$ cat src/rtl/div_iter.sv
// Multi-cycle restoring divider for MIPS div/divu: one quotient bit per cycle,
// result held until EX drops the request, cancellable by annul_i.
module div_iter #(
  parameter int DATA_W = 32,
  parameter int CNT_W  = 6
) (
  input  logic                  clk,
  input  logic                  rst,
  input  logic                  signed_div_i,
  input  logic [DATA_W-1:0]     opdata1_i,
  input  logic [DATA_W-1:0]     opdata2_i,
  input  logic                  start_i,
  input  logic                  annul_i,
  output logic [2*DATA_W-1:0]   result_o,
  output logic                  ready_o
);

  typedef enum logic [1:0] {
    FREE   = 2'd0,
    BYZERO = 2'd1,
    ON     = 2'd2,
    END    = 2'd3
  } state_t;

  // Two's complement negation, wrapping modulo 2^DATA_W.
  function automatic logic [DATA_W-1:0] neg_val(input logic [DATA_W-1:0] x);
    return (~x) + DATA_W'(1'b1);
  endfunction

  // Magnitude of a signed operand; the most negative value stays as the unsigned 2^(DATA_W-1).
  function automatic logic [DATA_W-1:0] abs_val(input logic [DATA_W-1:0] x, input logic sgn);
    return (sgn && x[DATA_W-1]) ? neg_val(x) : x;
  endfunction

  state_t                state_r, state_s;
  logic [CNT_W-1:0]      cnt_r, cnt_s;
  logic [DATA_W-1:0]     dvd_r, dvd_s;   // dividend bits shift out, quotient bits shift in
  logic [DATA_W-1:0]     dsr_r, dsr_s;
  logic [DATA_W-1:0]     rem_r, rem_s;
  logic                  neg_q_r, neg_q_s;
  logic                  neg_r_r, neg_r_s;
  logic [2*DATA_W-1:0]   result_r, result_s;
  logic                  ready_r, ready_s;

  logic [DATA_W:0]       shifted_s;
  logic                  ge_s;
  logic [DATA_W-1:0]     diff_s;

  assign shifted_s = {rem_r, dvd_r[DATA_W-1]};
  assign ge_s      = (shifted_s >= {1'b0, dsr_r});
  // Partial remainder stays below the divisor, so the kept difference fits DATA_W bits.
  assign diff_s    = shifted_s[DATA_W-1:0] - dsr_r;

  assign result_o = result_r;
  assign ready_o  = ready_r;

  // Next-state and datapath update for the divide sequencer.
  always_comb begin
    state_s  = state_r;
    cnt_s    = cnt_r;
    dvd_s    = dvd_r;
    dsr_s    = dsr_r;
    rem_s    = rem_r;
    neg_q_s  = neg_q_r;
    neg_r_s  = neg_r_r;
    result_s = result_r;
    ready_s  = ready_r;
    case (state_r)
      FREE: begin
        ready_s  = 1'b0;
        result_s = {(2*DATA_W){1'b0}};
        if (start_i && !annul_i) begin
          dvd_s   = abs_val(opdata1_i, signed_div_i);
          dsr_s   = abs_val(opdata2_i, signed_div_i);
          rem_s   = {DATA_W{1'b0}};
          cnt_s   = {CNT_W{1'b0}};
          neg_q_s = signed_div_i & (opdata1_i[DATA_W-1] ^ opdata2_i[DATA_W-1]);
          neg_r_s = signed_div_i & opdata1_i[DATA_W-1];
          if (opdata2_i == {DATA_W{1'b0}}) begin
            state_s = BYZERO;
          end else begin
            state_s = ON;
          end
        end else begin
          state_s = FREE;
        end
      end
      BYZERO: begin
        result_s = {(2*DATA_W){1'b0}};
        if (annul_i) begin
          state_s = FREE;
          ready_s = 1'b0;
        end else begin
          state_s = END;
          ready_s = 1'b1;
        end
      end
      ON: begin
        if (annul_i) begin
          state_s  = FREE;
          cnt_s    = {CNT_W{1'b0}};
          ready_s  = 1'b0;
          result_s = {(2*DATA_W){1'b0}};
        end else if (cnt_r < CNT_W'(DATA_W)) begin
          rem_s = ge_s ? diff_s : shifted_s[DATA_W-1:0];
          dvd_s = {dvd_r[DATA_W-2:0], ge_s};
          cnt_s = cnt_r + CNT_W'(1'b1);
        end else begin
          result_s = {(neg_r_r ? neg_val(rem_r) : rem_r),
                      (neg_q_r ? neg_val(dvd_r) : dvd_r)};
          ready_s  = 1'b1;
          state_s  = END;
        end
      end
      END: begin
        if (!start_i || annul_i) begin
          state_s  = FREE;
          ready_s  = 1'b0;
          result_s = {(2*DATA_W){1'b0}};
        end else begin
          state_s = END;
        end
      end
      default: begin
        state_s  = FREE;
        cnt_s    = {CNT_W{1'b0}};
        ready_s  = 1'b0;
        result_s = {(2*DATA_W){1'b0}};
      end
    endcase
  end

  // State and datapath registers.
  always_ff @(posedge clk or negedge rst) begin
    if (!rst) begin
      state_r  <= FREE;
      cnt_r    <= {CNT_W{1'b0}};
      dvd_r    <= {DATA_W{1'b0}};
      dsr_r    <= {DATA_W{1'b0}};
      rem_r    <= {DATA_W{1'b0}};
      neg_q_r  <= 1'b0;
      neg_r_r  <= 1'b0;
      result_r <= {(2*DATA_W){1'b0}};
      ready_r  <= 1'b0;
    end else begin
      state_r  <= state_s;
      cnt_r    <= cnt_s;
      dvd_r    <= dvd_s;
      dsr_r    <= dsr_s;
      rem_r    <= rem_s;
      neg_q_r  <= neg_q_s;
      neg_r_r  <= neg_r_s;
      result_r <= result_s;
      ready_r  <= ready_s;
    end
  end

endmodule

$ cat config.mk
export PLATFORM = sky130hd
export DESIGN_NAME = div_iter
export DESIGN_NICKNAME = d
export VERILOG_FILES = /design/src/rtl/div_iter.sv
export SDC_FILE = /design/constraint.sdc
export NUM_CORES = 1
export LEC_CHECK = 0
export CORE_MARGIN = 2
export CORE_UTILIZATION = 53
export CTS_BUF_LIST = sky130_fd_sc_hd__clkbuf_2 sky130_fd_sc_hd__clkbuf_4 sky130_fd_sc_hd__clkbuf_8
export DETAILED_ROUTE_END_ITERATION = 7
export PLACE_DENSITY = 0.79
export SETUP_SLACK_MARGIN = 0.1
export SYNTH_ARGS = -nofsm -noshare
export SYNTH_HDL_FRONTEND = slang
export SYNTH_SLANG_ARGS = --single-unit
export TNS_END_PERCENT = 5
$ cat constraint.sdc
create_clock -name clk -period 2.9 [get_ports clk]
set_input_delay 0.87 -clock clk [delete_from_list [all_inputs] [get_ports clk]]
set_output_delay 0.87 -clock clk [all_outputs]
set_load 0.005 [all_outputs]
Yosys cells after proc, flatten, opt, wreduce, memory -nomap -nowiden
Cells that the tools add are included.
- flip-flop bits (word level): 171
- input port bits: 69
- output and inout bits: 65
- word-level logic and storage cells: 80
- $add $sub $neg: 6
- order comparisons: 2
- equal/unequal tests: 9
- muxes and demuxes: 33
- bitwise gates (word level): 7
- reduce and logical (&&, ||, !) cells: 14
- operators by type and width (kind ; number):
    $mux W32 ; 11
    $mux W64 ; 3
    $pmux W64 S3 ; 1
    $add A32 B1 Y32 const B ; 4
    $not A32 Y32 ; 4
    $pmux W32 S2 ; 2
    $ge A33 B32 Y1 ; 1
    $logic_not A32 Y1 ; 1
    $sub A32 B32 Y32 ; 1
    $mux W6 ; 3
    $mux W2 ; 6
    $pmux W6 S2 ; 1
    $ne A2 B2 Y1 const B ; 4
    $pmux W2 S4 ; 1
    $add A6 B1 Y6 const B ; 1
    $lt A6 B6 Y1 const B ; 1
    $ne A3 B3 Y1 const B ; 2
    $eq A2 B2 Y1 const B ; 2
    $mux W1 ; 4
    $pmux W1 S4 ; 1
    $reduce_and A2 Y1 ; 2
    $reduce_and A4 Y1 ; 1
    $logic_and A1 B1 Y1 ; 3
    $reduce_and A3 Y1 ; 1
    other kinds (8) ; 10

Logic depth before layout (Yosys ltp)
Gate-level depths: netlist (run 1).
- depth in word-level cells: 6
- gate-level depth with buffers: 13
- mapped depth without buffers: 13

Worst setup path before layout (run 1)
OpenSTA, ideal clock, no wires.
- kind: input-to-reg
- from: input port opdata1_i[4]
- to: register dvd_r[29]
- data arrival time: 2.894 ns
- setup slack: -0.136 ns
- stages: 9
- buffers on the path: 0
- path through: or4_4 -> nor4_4 -> nand2_1 -> nor3_2 -> nand2_1 -> or3_1 -> o41ai_2 -> xor2_1 -> o221ai_1
- word-level cells in the longest chain between the ends: 5
- RTL lines (element ; RTL line ; text):
    from (decl) ; 10 ; input logic [DATA_W-1:0] opdata1_i,
    $not A32 Y32 ; 27 ; return (~x) + DATA_W'(1'b1);
    $add A32 B1 Y32 ; 27 ;
    $mux W32 ; 32 ; return (sgn && x[DATA_W-1]) ? neg_val(x) : x;
    $mux W32 ; 72 ; if (start_i && !annul_i) begin
    $pmux W32 S2 ; 68 ; case (state_r)
    to (signal assigned) ; 138 ; dvd_r <= {DATA_W{1'b0}};
    to (signal assigned) ; 148 ; dvd_r <= dvd_s;
    to (decl) ; 37 ; logic [DATA_W-1:0] dvd_r, dvd_s;
No other way between the ends. The select of a mux whose other input is x is not followed.
A chain may end at the register's enable or synchronous reset.

Worst setup path in the final report (run 1)
- from: register dsr_r[1]
- to: register rem_r[20]
- word-level cells in the longest chain between the ends: 5
- elaborated cells between the ends (all ways): 6
- RTL lines (element ; RTL line ; text):
    from (decl) ; 38 ; logic [DATA_W-1:0] dsr_r, dsr_s;
    from (signal assigned) ; 139 ; dsr_r <= {DATA_W{1'b0}};
    from (signal assigned) ; 149 ; dsr_r <= dsr_s;
    $sub A32 B32 Y32 / $ge A33 B32 Y1 (equally long branches) ; 52, 50 ;
    $mux W32 * ; 105 ; rem_s = ge_s ? diff_s : shifted_s[DATA_W-1:0];
    $mux W32 * ; 104 ; end else if (cnt_r < CNT_W'(DATA_W)) begin
    $mux W32 * ; 99 ; if (annul_i) begin
    $pmux W32 S2 * ; 68 ;
    to (signal assigned) ; 140 ; rem_r <= {DATA_W{1'b0}};
    to (signal assigned) ; 150 ; rem_r <= rem_s;
    to (decl) ; 39 ; logic [DATA_W-1:0] rem_r, rem_s;
Mark *: on every way between the ends. The rest lies on a longest branch, timed or not. The select of a mux whose other input is x is not followed.

==> results of run 1 <==
==> flip-flops by register name, indices dropped and copies added (netlist names) <==
signal,flops
dsr_r,32
rem_r,32
result_o,64
cnt_r,6
dvd_r,32
neg_r_r,1
state_r,2
neg_q_r,1
ready_o,1
==> how the worst max path moves through the flow <==
| stage | from | endpoint | slack (ps) |
|---|---|---|---|
| after detailed placement | opdata1_i[16] | dvd_r[27] | -680 |
| after global placement | opdata1_i[16] | dvd_r[29] | -640 |
| after CTS | rem_r[0] | result_o[60] | 40 |
| final | dsr_r[1] | rem_r[20] | 20 |
| after global routing | dsr_r[1] | rem_r[31] | -80 |
| after floorplan | opdata1_i[4] | dvd_r[29] | -80 |
==> power groups by stage <==
stage	registers [W]	logic, W	clock network, W
4_1_cts	0.00340	0.00471	0.00195
6_report	0.00343	0.00499	0.00193
5_1_grt	0.00350	0.00548	0.00206
2_1_floorplan	0.00324	0.00301	0
3_5_place_dp	0.00344	0.00461	0
3_3_place_gp	0.00341	0.00447	0
==> through the flow <==
| step | hold WS, ps | instances | setup WS, ps |
|---|---|---|---|
| after floorplan | 450 | 1365 | -84.5 |
| after global placement | 461 | 1880 | -636 |
| after detailed placement | 469 | 1880 | -684 |
| after CTS | 342 | 1916 | 40.2 |
| after global routing | 352 | 1922 | -80.6 |
| final | 320 | 1922 | 22.1 |
==> layout by cell type (no fill, tap or decap), drive strengths merged, types with 41 or more instances in the layout <==
| cell | synthesis | routed |
|---|---|---|
| a21oi | 90 | 90 |
| buf | 10 | 188 |
| clkdlybuf4s50 | 0 | 124 |
| dfrtp | 171 | 171 |
| ha | 41 | 41 |
| inv | 63 | 69 |
| nand2 | 247 | 247 |
| nor2 | 67 | 67 |
| o21ai | 212 | 212 |
| xnor2 | 58 | 58 |
| xor2 | 91 | 91 |
==> worst max-delay path, delay by kind of cell (launching register included) <==
kind                       cells  cell delay (ps)
adders and majority gates      1              200
and+or+nand+nor                2              330
muxes                          1              140
DFF                            1              400
AOI/OAI and AO/OA              5             1330
buffers and inverters          3              400
==> final cells by class <==
class	count	area [um2]	area share, %
multi-input cells	1064	6880	45.8
flip-flops and latches	171	4280	28.5
repair buffers	317	2830	18.8
well taps	275	344	2.29
clock buffers	18	241	1.61
inverters	64	240	1.60
clock inverters	13	205	1.37
==> logic make-up after synthesis <==
family,count (synthesis),share of synthesized area (%)
AO/OA/AOI/OAI,400,20.6
XOR/XNOR,149,11.6
adder cells (fa/ha/maj),42,4.72
AND/OR/NAND/NOR,443,18.1
flip-flops,171,37.9
buffers and inverters,130,4.43
multiplexers,30,2.67
==> repair_timing <==
action | CTS | global route
gates resized for setup | 47 | 52
pin swaps | 16 | 29
gates cloned | 0 | 2
hold buffers | 0 | 0
setup buffers | 5 | 4
endpoints found under the setup margin | 54 | 72
==> layer usage <==
layer  GRT usage, %  vias to the layer above
li1               -                     5288
met1           43.9                     5292
met2           45.6                      455
met3           5.15                       41
met4           6.32                        0
met5              0                        -
==> run metrics, run 1 <==
WL met1 about 15000 um; Setup crit start kind flop; reg2reg setup slack roughly 22 ps; Starting Density a little over half; routed via count about 11k; CTS tree yes; Clock power frac between 10% and 20%; Flop pwr share between 30% and 40%; drt total wl about 34000 um; Worst path slowest cell a2111oi_4; dpl hpwl 24900 um; Slew @ Worst Pin roughly 930 ps; # diodes 0; H-tree levels 4; Die ar. about 22000 um2; number of synthesis warnings 0; number of buffers added on ports about 130; overall routing resource usage 29.6%; die width between 100 and 150 um; nets 1746; fraction of registers with async set/reset 100%; post-synth top area share between 30% and 40%; Worst-Skew Late Latency around 480 ps; Crit Path Class reg -> reg; combinational share of power 48.2%; Mapped Area 11300 um2; sequential share of the synthesized area between 30% and 40%; Tcrit/Tclk final 99.2%; Cell variety after synth 59; Sw Share between 40% and 50%; met3 WL between 2000 and 3000 um; GR Overflow Total 0; Critical Path Fanout Max 6; Core ar. 21000 um2; Worst R2R End rem_r[20]; Hold Path Class in -> async; Area after DPL ~14000 um2; critical path cell sequence inv_2 > ha_4 > nor2b_4 > o31a_1 > o311ai_2 > nand3b_1 > a2111oi_4 > o31ai_4 > buf_6 > buf_12 > mux2i_2 > o21ai_1; ys flop type dfrtp_1; Critical Path RT 3300 ps; Tot Pwr 0.0104 W; Pleak 6.67 nW; crit path DAT about 3300 ps; wire per inst between 15 and 20 um; vias per inst around 5.8; P_int just under 0.006 W; Post-synth EDFFs 0; first-pass GRT wire length roughly 53000 um; Rel. slew slack between 30% and 40%; highest routed layer met4; fin crit period 2880 ps; CTS Buf Count 17; status finished, final reports clean; Sink Count roughly 170; proportion of layout cells with a drive suffix above 1 between 10% and 20%; Area Growth Syn to Fin 33.0%; RR Startpoint dsr_r[1]; Finished Core Util between 70% and 80%; Syn Area/Cell approximately 8.3 um2; worst-case reg-to-reg path depth 12; Setup violations, final 0; NetSw around 0.0044 W; clk_skew roughly 12 ps; CP peak stage delay 440 ps; Site Rows 53; Root Driver clkbuf_8; clk buf depth 2; setup TNS 0 ps; Area contributors post-synth dfrtp_1 38%, nand2_1 8.2%, o21ai_0 7.3%; Filler Cells Inserted 1593; Seq cells post-synth about 170; Final Slew Violations 0; Synth Instances between 1k and 1.5k; initial antenna violation count 0; drt first pass iters 6; synth cell count leaders 247 x nand2_1, 171 x dfrtp_1, 165 x o21ai_0; io pins approximately 130; RSZ-0062 raised after global routing yes; met2 routed WL between 15000 and 20000 um; pin count of the biggest net entering global routing 67; RD Place Congestion roughly 1; most common cell in the netlist nand2_1; vias in the first global route 10.2k; number of remaining DRC errors 0; Peak Freq around 0.35 GHz; Crit. End Element flop; Peak VDD IR 0.000380 V; Final Hold Vio Count 0; remaining antenna violation count 0; DRT iter0 DRCs roughly 860; clk slew on worst S/H paths 90 ps; Power Density 689 nW/um2; Post-Synthesis Net Count approximately 1.5k; Die Ht approximately 150 um; final instance area 15000 um2; max-cap violations 0; largest area contributor in the netlist dfrtp_1
Power figures use the tool's default switching activity.
==> inputs of run 2 (changes only) <==
Settings changed: SKIP_CTS_REPAIR_TIMING set to 1.
==> run 2 against run 1 <==
Effect of this change: the flow now finishes with violations (setup timing); cell count is the same; first-iteration DRC count rose by 9.4%; via count increased by 0.74%; setup slack worse by 79 ps; hold slack better by 0.74 ps; non-clock buffer count unchanged; sequential cell count unchanged; register-to-register slack worse by 60 ps; sequential power barely moved; critical path type is now in -> reg.
==> run metrics, run 2 (same netlist as run 1, synthesis figures left out) <==
status complete, but fails checks; violated checks setup timing; clk buf depth 2 (unchanged); Non-Filler Instances 1922 (unchanged); Sink Count 171 (unchanged); wire per inst 17.6 um (+0.43%); Multi-input gate area 6950 um2 (+1.1%); proportion of layout cells with a drive suffix above 1 18.3% (+0.36 points); clk slew on worst S/H paths 90 ps (about the same); remaining antenna violation count 0 (unchanged); Worst-Skew Late Latency 480 ps (about the same); CTS tree yes; Crit. End Element flop; Rel. slew slack 36.1% (-1.5 points); number of remaining DRC errors 0 (unchanged); RSZ-0062 raised after global routing yes; Crit Path Class in -> reg; max-cap violations 0 (unchanged); CTS Buf Count 17 (unchanged); crit path DAT 3300 ps (+20 ps); H-tree levels 4 (unchanged); vias per inst 5.81 (+0.74%); DRT iter0 DRCs 943 (+9.4%); Starting Density 53.9% (unchanged); nets 1746 (unchanged); number of flip-flops in the largest register 64 (unchanged); initial antenna violation count 0 (unchanged); Slew @ Worst Pin 958 ps (+23.1 ps); fin crit period 2960 ps (+79.2 ps); vias in the first global route 10.1k (-0.61%); number of buffers added on ports 133 (unchanged); die width 150 um (unchanged); Inst Count DP 1880 (unchanged); first-pass GRT wire length 52200 um (-0.85%); Area Growth Syn to Fin 33.9%; final worst setup slack -57.1 ps (-79.2 ps); Site Rows 53 (unchanged); setup TNS -150 ps (-150 ps); Root Driver clkbuf_8; final instance area 15100 um2 (+0.65%); Final Hold Vio Count 0 (unchanged); Hold Path Class in -> async; clk_skew 15.1 ps (+3.01 ps); Die Ht 150 um (unchanged); drt first pass iters 5 (-1); RD Place Congestion 1.03 (unchanged); Min Hold Slack 321 ps (+0.745 ps); Critical Path Fanout Max 3 (-3); Area after DPL 14100 um2 (unchanged); commonest non-fill, non-tap cell in the layout nand2_1; Pleak 6.69 nW (+0.27%); Power Density 691 nW/um2 (+0.19%); # diodes 0 (unchanged); Peak VDD IR 0.000385 V (+1.3%); io pins 134 (unchanged); drt total wl 33900 um (+0.43%); Setup violations, final 6 (+6); Core ar. 21000 um2 (unchanged); most frequent cells in the layout 241 x nand2_1, 172 x buf_4, 170 x dfrtp_1; Final Slew Violations 0 (unchanged); pin count of the biggest net entering global routing 67 (unchanged); FF/Latch Area 4280 um2 (about the same); Critical Path RT 3240 ps (-60 ps); Die ar. 22500 um2 (unchanged); dpl hpwl 24900 um (unchanged); worst-case reg-to-reg path depth 11 (-1); Setup crit start kind primary input; Filler Cells Inserted 1576 (-1.1%); Peak Freq 0.338 GHz (-2.7%); routed via count 11.2k (+0.74%); GR Overflow Total 0 (unchanged); DP Worst Slack -684 ps (unchanged); Tcrit/Tclk final 102% (+2.7 points); overall routing resource usage 29.4% (-0.26 points)
-- run 2: cell count changes in the layout (fill, tap and decap cells not counted), moves of 4 or more --
cell            delta
dlymetal6s2s_1     +5
ha_1               -5
ha_4               +5
buf_2              -4
-- run 2: through the flow --
| stage | power [W] | utilization [%] |
|---|---|---|
| final | 0.0104 | 72.1 |
| after global routing | 0.0111 | 72.1 |
| after CTS | 0.0100 | 69.6 |
| after detailed placement | 0.00806 | 67.5 |
| after global placement | 0.00788 | 67.5 |
| after floorplan | 0.00624 | - |
-- run 2: routing by layer --
layer  share of wire, %  wire, um  global-route usage (%)  vias up
met1                 45     15300                    44.2     5340
met2                 45     15300                    45.2      465
met5                  0         0                       0        -
met3                7.7      2610                    4.15       61
met4                1.9       654                    6.18        0
li1                   -         -                       -     5292
-- run 2: worst paths after layout --
kind	start	end	slack [ps]
setup reg to reg	rem_r[1]	rem_r[31]	-40
hold reg to reg	result_o[59]	result_o[59]	480
hold / removal	rst	cnt_r[4]	320
max in group asynchronous	rst	dvd_r[2]	1840
min in group clk	result_o[59]	result_o[59]	480
setup / recovery	opdata1_i[15]	dvd_r[27]	-60
-- run 2: cell type report --
class / instances / area share, %
multi-input combinational: 1064 / 46.0
sequential: 171 / 28.3
timing repair buffer: 317 / 18.9
tap: 275 / 2.28
clock buffer: 18 / 1.60
inverter: 64 / 1.59
clock inverter: 13 / 1.36
-- run 2: worst max-delay path: stages --
cell and delay [ps]:
dlymetal6s2s_1 140, or4_4 550, or3_4 440, nor3_4 180, nand2_1 100, or3_4 400
o21ai_0 280, xor2_1 210, o221ai_1 140
-- run 2: power by group --
| group | leakage (nW) | switching (W) | internal, W |
|---|---|---|---|
| clock network | 0.223 | 0.000973 | 0.000971 |
| registers | 2.29 | 0.000576 | 0.00286 |
| logic | 4.18 | 0.00292 | 0.00214 |
| total | 6.69 | 0.00447 | 0.00597 |
